[src/rtl/minibus_arbiter_n.sv]
// minibus_arbiter_n: N-channel minibus master arbiter.
// Arbitrates between NCH requesters and holds the winning request on the bus
// until the slave acks or the bounded wait expires. It then returns a one-cycle
// done/err pulse to the granted channel.
module minibus_arbiter_n #(
  parameter int NCH     = 2,
  parameter int AW      = 32,
  parameter int DW      = 32,
  parameter int RR_MODE = 0,
  parameter int TIMEOUT = 256
) (
  input  logic              clk,
  input  logic              rst,
  input  logic [NCH-1:0]    ch_ren,
  input  logic [NCH-1:0]    ch_wen,
  input  logic [NCH*AW-1:0] ch_addr,
  input  logic [NCH*DW-1:0] ch_wdata,
  input  logic [NCH*2-1:0]  ch_width,
  output logic [NCH-1:0]    ch_done,
  output logic [NCH-1:0]    ch_err,
  output logic [DW-1:0]     ch_rdata,
  output logic [AW-1:0]     bus_addr,
  output logic [DW-1:0]     bus_wdata,
  output logic [1:0]        bus_width,
  output logic              bus_ren,
  output logic              bus_wen,
  input  logic              bus_ack,
  input  logic [DW-1:0]     bus_rdata,
  input  logic              bus_err
);

  localparam int GW = (NCH > 1) ? $clog2(NCH) : 1;
  localparam int CW = (TIMEOUT > 0) ? $clog2(TIMEOUT + 1) : 1;
  localparam logic [CW-1:0] TO_LAST = CW'((TIMEOUT > 0) ? TIMEOUT - 1 : 0);
  localparam logic [CW-1:0] CNT_MAX = {CW{1'b1}};

  localparam logic [1:0] S_IDLE = 2'd0;
  localparam logic [1:0] S_BUSY = 2'd1;
  localparam logic [1:0] S_RESP = 2'd2;

  logic [1:0]    state_q, state_d;
  logic [GW-1:0] gnt_q, gnt_d;
  logic [GW-1:0] rr_q, rr_d;
  logic [AW-1:0] addr_q, addr_d;
  logic [DW-1:0] wdata_q, wdata_d;
  logic [1:0]    width_q, width_d;
  logic          wr_q, wr_d;
  logic [CW-1:0] cnt_q, cnt_d;
  logic          err_q, err_d;
  logic [DW-1:0] rdata_q, rdata_d;

  logic [NCH-1:0] req;
  logic [GW-1:0]  sel;
  logic           busy, resp;

  assign req  = ch_ren | ch_wen;
  assign busy = (state_q == S_BUSY);
  assign resp = (state_q == S_RESP);

  // Pick the winner: scan from index 0 (fixed) or from rr_q with wrap (round-robin).
  always_comb begin
    int   idx;
    logic found;
    idx   = 0;
    found = 1'b0;
    sel   = '0;
    for (int i = 0; i < NCH; i++) begin
      idx = (RR_MODE != 0) ? ((int'(rr_q) + i) % NCH) : i;
      if (!found && req[GW'(idx)]) begin
        found = 1'b1;
        sel   = GW'(idx);
      end
    end
  end

  // Transaction FSM: latch in IDLE, hold in BUSY until ack or timeout, pulse in RESP.
  always_comb begin
    state_d = state_q;
    gnt_d   = gnt_q;
    rr_d    = rr_q;
    addr_d  = addr_q;
    wdata_d = wdata_q;
    width_d = width_q;
    wr_d    = wr_q;
    cnt_d   = cnt_q;
    err_d   = err_q;
    rdata_d = rdata_q;
    case (state_q)
      S_IDLE: begin
        if (|req) begin
          state_d = S_BUSY;
          gnt_d   = sel;
          addr_d  = ch_addr[sel*AW +: AW];
          wdata_d = ch_wdata[sel*DW +: DW];
          width_d = ch_width[sel*2 +: 2];
          wr_d    = ch_wen[sel];
          cnt_d   = '0;
          err_d   = 1'b0;
          if (RR_MODE != 0) rr_d = (sel == GW'(NCH - 1)) ? '0 : sel + 1'b1;
        end
      end
      S_BUSY: begin
        // Saturating so a disabled timeout never wraps back into a false match.
        if (cnt_q != CNT_MAX) cnt_d = cnt_q + 1'b1;
        if (bus_ack) begin
          state_d = S_RESP;
          err_d   = bus_err;
          if (!wr_q) rdata_d = bus_rdata;
        end else if ((TIMEOUT != 0) && (cnt_q == TO_LAST)) begin
          state_d = S_RESP;
          err_d   = 1'b1;
        end
      end
      S_RESP:  state_d = S_IDLE;
      default: state_d = S_IDLE;
    endcase
  end

  // State and transaction registers; reset drops any transaction in flight.
  always_ff @(posedge clk or posedge rst) begin
    if (rst) begin
      state_q <= S_IDLE;
      gnt_q   <= '0;
      rr_q    <= '0;
      addr_q  <= '0;
      wdata_q <= '0;
      width_q <= '0;
      wr_q    <= 1'b0;
      cnt_q   <= '0;
      err_q   <= 1'b0;
      rdata_q <= '0;
    end else begin
      state_q <= state_d;
      gnt_q   <= gnt_d;
      rr_q    <= rr_d;
      addr_q  <= addr_d;
      wdata_q <= wdata_d;
      width_q <= width_d;
      wr_q    <= wr_d;
      cnt_q   <= cnt_d;
      err_q   <= err_d;
      rdata_q <= rdata_d;
    end
  end

  // The bus is quiet outside BUSY; fields come only from the latched copy.
  assign bus_addr  = busy ? addr_q  : '0;
  assign bus_wdata = busy ? wdata_q : '0;
  assign bus_width = busy ? width_q : 2'b00;
  assign bus_ren   = busy & ~wr_q;
  assign bus_wen   = busy & wr_q;
  assign ch_rdata  = rdata_q;

  for (genvar i = 0; i < NCH; i++) begin : g_resp
    assign ch_done[i] = resp && (gnt_q == GW'(i));
    assign ch_err[i]  = ch_done[i] & err_q;
  end

endmodule
[config.mk]
export PLATFORM = sky130hd
export DESIGN_NAME = minibus_arbiter_n
export DESIGN_NICKNAME = d
export VERILOG_FILES = /design/src/rtl/minibus_arbiter_n.sv
export SDC_FILE = /design/constraint.sdc
export NUM_CORES = 1
export LEC_CHECK = 0
export CORE_MARGIN = 2
export CORE_UTILIZATION = 38
export CTS_BUF_LIST = sky130_fd_sc_hd__clkbuf_16
export CTS_CLUSTER_SIZE = 12
export DETAILED_ROUTE_END_ITERATION = 8
export PLACE_DENSITY = 0.8
export RECOVER_POWER = 100
export SLEW_MARGIN = 30
export SYNTH_ARGS = -nofsm -noshare
export SYNTH_HDL_FRONTEND = slang
export SYNTH_SLANG_ARGS = --single-unit
export TNS_END_PERCENT = 5
[constraint.sdc]
create_clock -name clk -period 4.4 [get_ports clk]
set_input_delay 0.44 -clock clk [delete_from_list [all_inputs] [get_ports clk]]
set_output_delay 0.44 -clock clk [all_outputs]
set_load 0.02 [all_outputs]
-- After elaboration in Yosys (flattened, before gate mapping)
Cells that the tools add are included.
Widths: inputs -> output; s select.
- shift operators: 0
- magnitude comparators: 0
- reduce and logical (&&, ||, !) cells: 8
- div/mod/pow operators: 0
- bitwise logic cells: 5
- equality and inequality tests: 7
- add/subtract/negate cells: 1
- multipliers: 0
- mux-type cells: 14
- operator list (kind ; count):
    $mux 32 ; 2
    $mux 9 ; 2
    $pmux 9 s2 ; 1
    $add 9x1->9 const B ; 1
    $eq 9x8->1 const B ; 1
    $ne 9x9->1 const B ; 1
    $reduce_and 3->1 ; 3
    $mux 2 ; 4
    $pmux 2 s2 ; 1
    $reduce_and 2->1 ; 2
    $and 1x1->1 ; 3
    $mux 1 ; 3
    $ne 3x2->1 const B ; 1
    $eq 2x1->1 const B ; 1
    $eq 2x2->1 const B ; 1
    $logic_not 2->1 ; 1
    $ne 2x1->1 const B ; 1
    $ne 2x2->1 const B ; 1
    $or 2x2->2 ; 1
    $pmux 1 s2 ; 1
    $reduce_bool 2->1 ; 1
    $reduce_or 2->1 ; 1
    $not 1->1 ; 1
- word-level logic and storage cells: 43
- input port bits: 172
- memories kept: 0
- RAM bits: 0
- ROM bits: 0
- register bits after elaboration: 111
- output and inout port bits: 104
- latch bits: 0

-- Longest topological paths before layout
- depth in word-level cells: 4
- gate-level depth with buffers: 8
- mapped depth without buffers: 7

-- Least setup slack after synthesis
No wires, ideal clock.
- kind: register to register
- from: reg cnt_q[0]
- to: reg cnt_q[3]
- data required time: 4323 ps
- cell stages (with the launch flop): 9
- path slack: 2346 ps
- arrival time: 1977 ps
- path through: dfrtp_1 -> ha_1 -> nand2_1 -> nor3_1 -> ha_1 -> or3b_1 -> buf_2 -> or4_1 -> a21oi_1
- cells in the longest elaborated chain, start to end: 3
- elaborated cells between the ends (all ways): 6
- those cells by class: add/sub (1); eq/ne (2); mux (2); reduce/logical (1)
- ends and longest elaborated chain (what ; line ; source):
    start, declared ; 48 ; logic [CW-1:0] cnt_q, cnt_d;
    start signal, assigned ; 140 ; cnt_q <= cnt_d;
    $add 9x1->9 or $ne 9x9->1 (tied branches) ; 104 ; if (cnt_q != CNT_MAX) cnt_d = cnt_q + 1'b1;
    $mux 9 or $ne 2x1->1 (tied branches) ; -- ;
    $pmux 9 s2 or $reduce_and 3->1 (tied branches) ; -- ;
Parallel ways exist; a longest one is shown, timed or not. The select of a mux whose other input is x is not followed.
A chain may end at the register's enable or synchronous reset.

-- Worst setup path in the final report
- from: reg state_q[1]
- to: reg wdata_q[11]
- cells in the longest elaborated chain, start to end: 2
- ends and longest elaborated chain (what ; line ; source):
    start, declared ; 41 ; logic [1:0] state_q, state_d;
    start signal, assigned ; 133 ; state_q <= state_d;
    $logic_not 2->1 ; 88 ; case (state_q)
    $reduce_and 2->1 (no source line) ; -- ;
    end signal, assigned ; 137 ; wdata_q <= wdata_d;
    end, declared ; 45 ; logic [DW-1:0] wdata_q, wdata_d;
No other way between the ends.

==> key figures <==
Synthesis
  • Post-synthesis register bit count: around 110
  • Post-synth EDFFs: 0
  • Area share of the largest cell type after synthesis: 58.0%
  • YS warnings: 0
  • Async set-reset flop share out of synthesis: 100%
  • Top cells by area, synth: dfrtp_1 58%, mux2_2 23%, and2_1 8.9%
  • Mapped cell area: about 4800 um^2
  • Post-Syn Area per Cell: 13.5 um^2
  • Syn Inst Count: 355
  • Cell variety after synth: 34
  • Synth area leader: dfrtp_1
  • Register area share after synthesis: 58.0%
  • Top_reg_cell synth: dfrtp_1
  • Synth cell count leaders: 111 x dfrtp_1, 99 x mux2_2, 68 x and2_1, 10 x buf_4, 7 x clkbuf_1
  • Cell with the most instances after synthesis: dfrtp_1

Status
  • Failing checks: capacitance limit, slew limit
  • Status: finished, violations left

Clock network
  • H-tree depth: 3
  • Cts hold-fix bufs: 0
  • Post-CTS Repair Setup Buffers: 0
  • Worst-Skew Late Latency: 0.34 ns
  • CTS tree: built
  • Clock tree root buffer cell: clkbuf_16
  • Register clock-pin slew on the reported worst setup and hold paths: 0.07 ns
  • CTS Buffer Depth: 2
  • Post-CTS Resized: 0
  • Clk sink count: 111
  • Total CTS buffers: 9

STA
  • Fmax: 0.330 GHz
  • Hold WS: 0.436 ns
  • Slew @ Worst Pin: between 1.5 and 2 ns
  • Tcrit/Tclk final: 68.9%
  • Setup TNS: 0 ns
  • Final setup viols: 0
  • Max-slew headroom: -13.3%
  • Crit path time final: roughly 3.0 ns
  • RSZ-0062 raised after global routing: false
  • Clock skew: slightly above 0.005 ns
  • Fin. max-slew vios: 33
  • Final Hold Viols: 0

Floorplanning
  • Initial Utilization: between 30% and 40%
  • Core area: 12500 um^2
  • DIE WIDTH: 116 um
  • Row count: between 40 and 50
  • # IOs: between 200 and 300
  • Die Y: 116 um
  • Die ar.: 13500 um^2

Global routing
  • Total Routing Usage GR: 16.5%
  • Initial antenna violation count: 0
  • First-pass GRT wire length: approximately 17 mm
  • Pin count of the biggest net entering global routing: 59
  • Remaining Overflow, GRT: 0
  • Number of global-route vias before repair: 3591

Worst setup path
  • CP max FO: 25
  • Critical path arrival: 3.25 ns
  • Critical path class: reg -> reg
  • Required @ worst endpoint: ~4.6 ns
  • Crit path cell chain: or2_2 > nor2_1 > clkbuf_1 > mux2_2
  • Setup crit end kind: flip-flop
  • Max incr delay on CP: 1.02 ns
  • Reg2Reg Setup Slack: 1.37 ns
  • Startpoint types: flip-flop
  • CP max stage cell: clkbuf_1

Final layout
  • Layout fillers: roughly 1100
  • Area grow syn2layout: 52.7%
  • Fraction of layout cells with a size suffix above 1: 21.1%
  • Nets@finish: roughly 730
  • # diodes: 0

Detailed routing
  • Drt wl/cell: 15.1 um
  • Antenna Nets Post-Route: 0
  • First-pass DRT Iterations: 4
  • Drt total wl: 11.1 mm
  • Initial DRC count: 106
  • DR vias/cell: 4.69
  • Vias: between 3000 and 4000
  • # DRC: 0

Job
  • Max-Cap Viols: 1

Placed design
  • DP HPWL: around 8.3 mm
  • GP Congestion: 0.751
  • Port bufs: 207

Power and ir drop
  • Pleak: 3.15 nW
  • Worst VDD drop: 364 uV
  • PwrDens: 720 nW/um^2

Min path
  • Hold Path Class: in -> async
## worst max-delay path, delay by kind of cell, from the launching register on
| kind | cells | cell delay, ns |
|---|---|---|
| buf+inv | 1 | 1.02 |
| simple gates | 2 | 1.00 |
| flops | 1 | 0.44 |
| mux | 1 | 0.43 |
## registers in the layout, summed over array words and instances, names as in the netlist
register,flops
addr_q,32
ch_rdata,32
wdata_q,32
cnt_q,9
state_q,2
width_q,2
err_q,1
wr_q,1
## cell usage in the layout (no fill, tap or decap), types with 2 or more instances in the layout
master / Yosys / final
a21oi_1: 5 / 5
and2_1: 68 / 68
clkbuf_1: 7 / 2
clkbuf_16: 0 / 9
clkdlybuf4s50_1: 0 / 104
clkinv_1: 0 / 3
clkinv_2: 0 / 2
conb_1: 1 / 2
dfrtp_1: 111 / 111
dlygate4sd3_1: 0 / 103
ha_1: 3 / 3
inv_1: 6 / 6
mux2_2: 99 / 99
nand2_1: 5 / 5
nor2_1: 4 / 4
nor4_1: 1 / 2
o21ai_0: 6 / 6
o22ai_1: 2 / 2
o31ai_1: 2 / 2
or3_1: 2 / 2
or4_1: 2 / 2
## area by class of cell
class,instances,area (um^2),area share (%)
Multi-Input combinational cell,217,1870,25.6
Sequential cell,111,2780,38.0
Tap cell,172,215,2.94
Timing Repair Buffer,213,2140,29.3
Clock buffer,9,225,3.08
Clock inverter,7,55.1,0.753
Inverter,6,23.8,0.325
## metrics by stage
| stage | instances | utilization (%) | setup slack, ns | power [mW] | area, um^2 |
|---|---|---|---|---|---|
| 2_1_floorplan | 356 | - | 1.03 | 3.44 | 4790 |
| 3_3_place_gp | 717 | 56.3 | 1.69 | 4.61 | 7020 |
| 3_5_place_dp | 718 | 56.5 | 1.76 | 4.74 | 7050 |
| 4_1_cts | 734 | 58.8 | 1.53 | 5.54 | 7330 |
| 5_1_grt | 735 | 58.6 | 1.11 | 5.61 | 7310 |
| 6_report | 735 | 58.6 | 1.37 | 5.27 | 7310 |
## logic make-up after synthesis
logic type	Yosys count	share of synthesized area (%)
flip-flops	111	58.0
AND/OR/NAND/NOR	94	12.3
XOR/XNOR	1	0.183
AO/OA/AOI/OAI	17	2.04
multiplexers	100	23.5
other	1	0.0783
buffers and inverters	28	3.11
adder cells (fa/ha/maj)	3	0.784
## power by group
group | total (mW) | internal, mW | switching, mW
combinational | 2.74 | 1.42 | 1.32
sequential | 1.75 | 1.52 | 0.233
clock | 0.779 | 0.432 | 0.347
total | 5.27 | 3.37 | 1.90
## worst paths after layout
path / startpoint / end / cells past startpoint
setup / recovery: state_q[1] / wdata_q[11] / 4
hold / removal: rst / addr_q[19] / 2
setup reg to reg: state_q[1] / wdata_q[11] / 4
hold reg to reg: addr_q[9] / addr_q[9] / 1
max in group asynchronous: rst / wdata_q[11] / 3
min in group clk: addr_q[9] / addr_q[9] / 1
## layer usage
layer	track usage, %	up-vias	wire length [um]
li1	-	1608	-
met1	19.0	1704	4260
met2	28.6	111	5800
met3	5.03	21	801
met4	6.75	0	231
met5	0	-	0
Power figures use the tool's default switching activity.
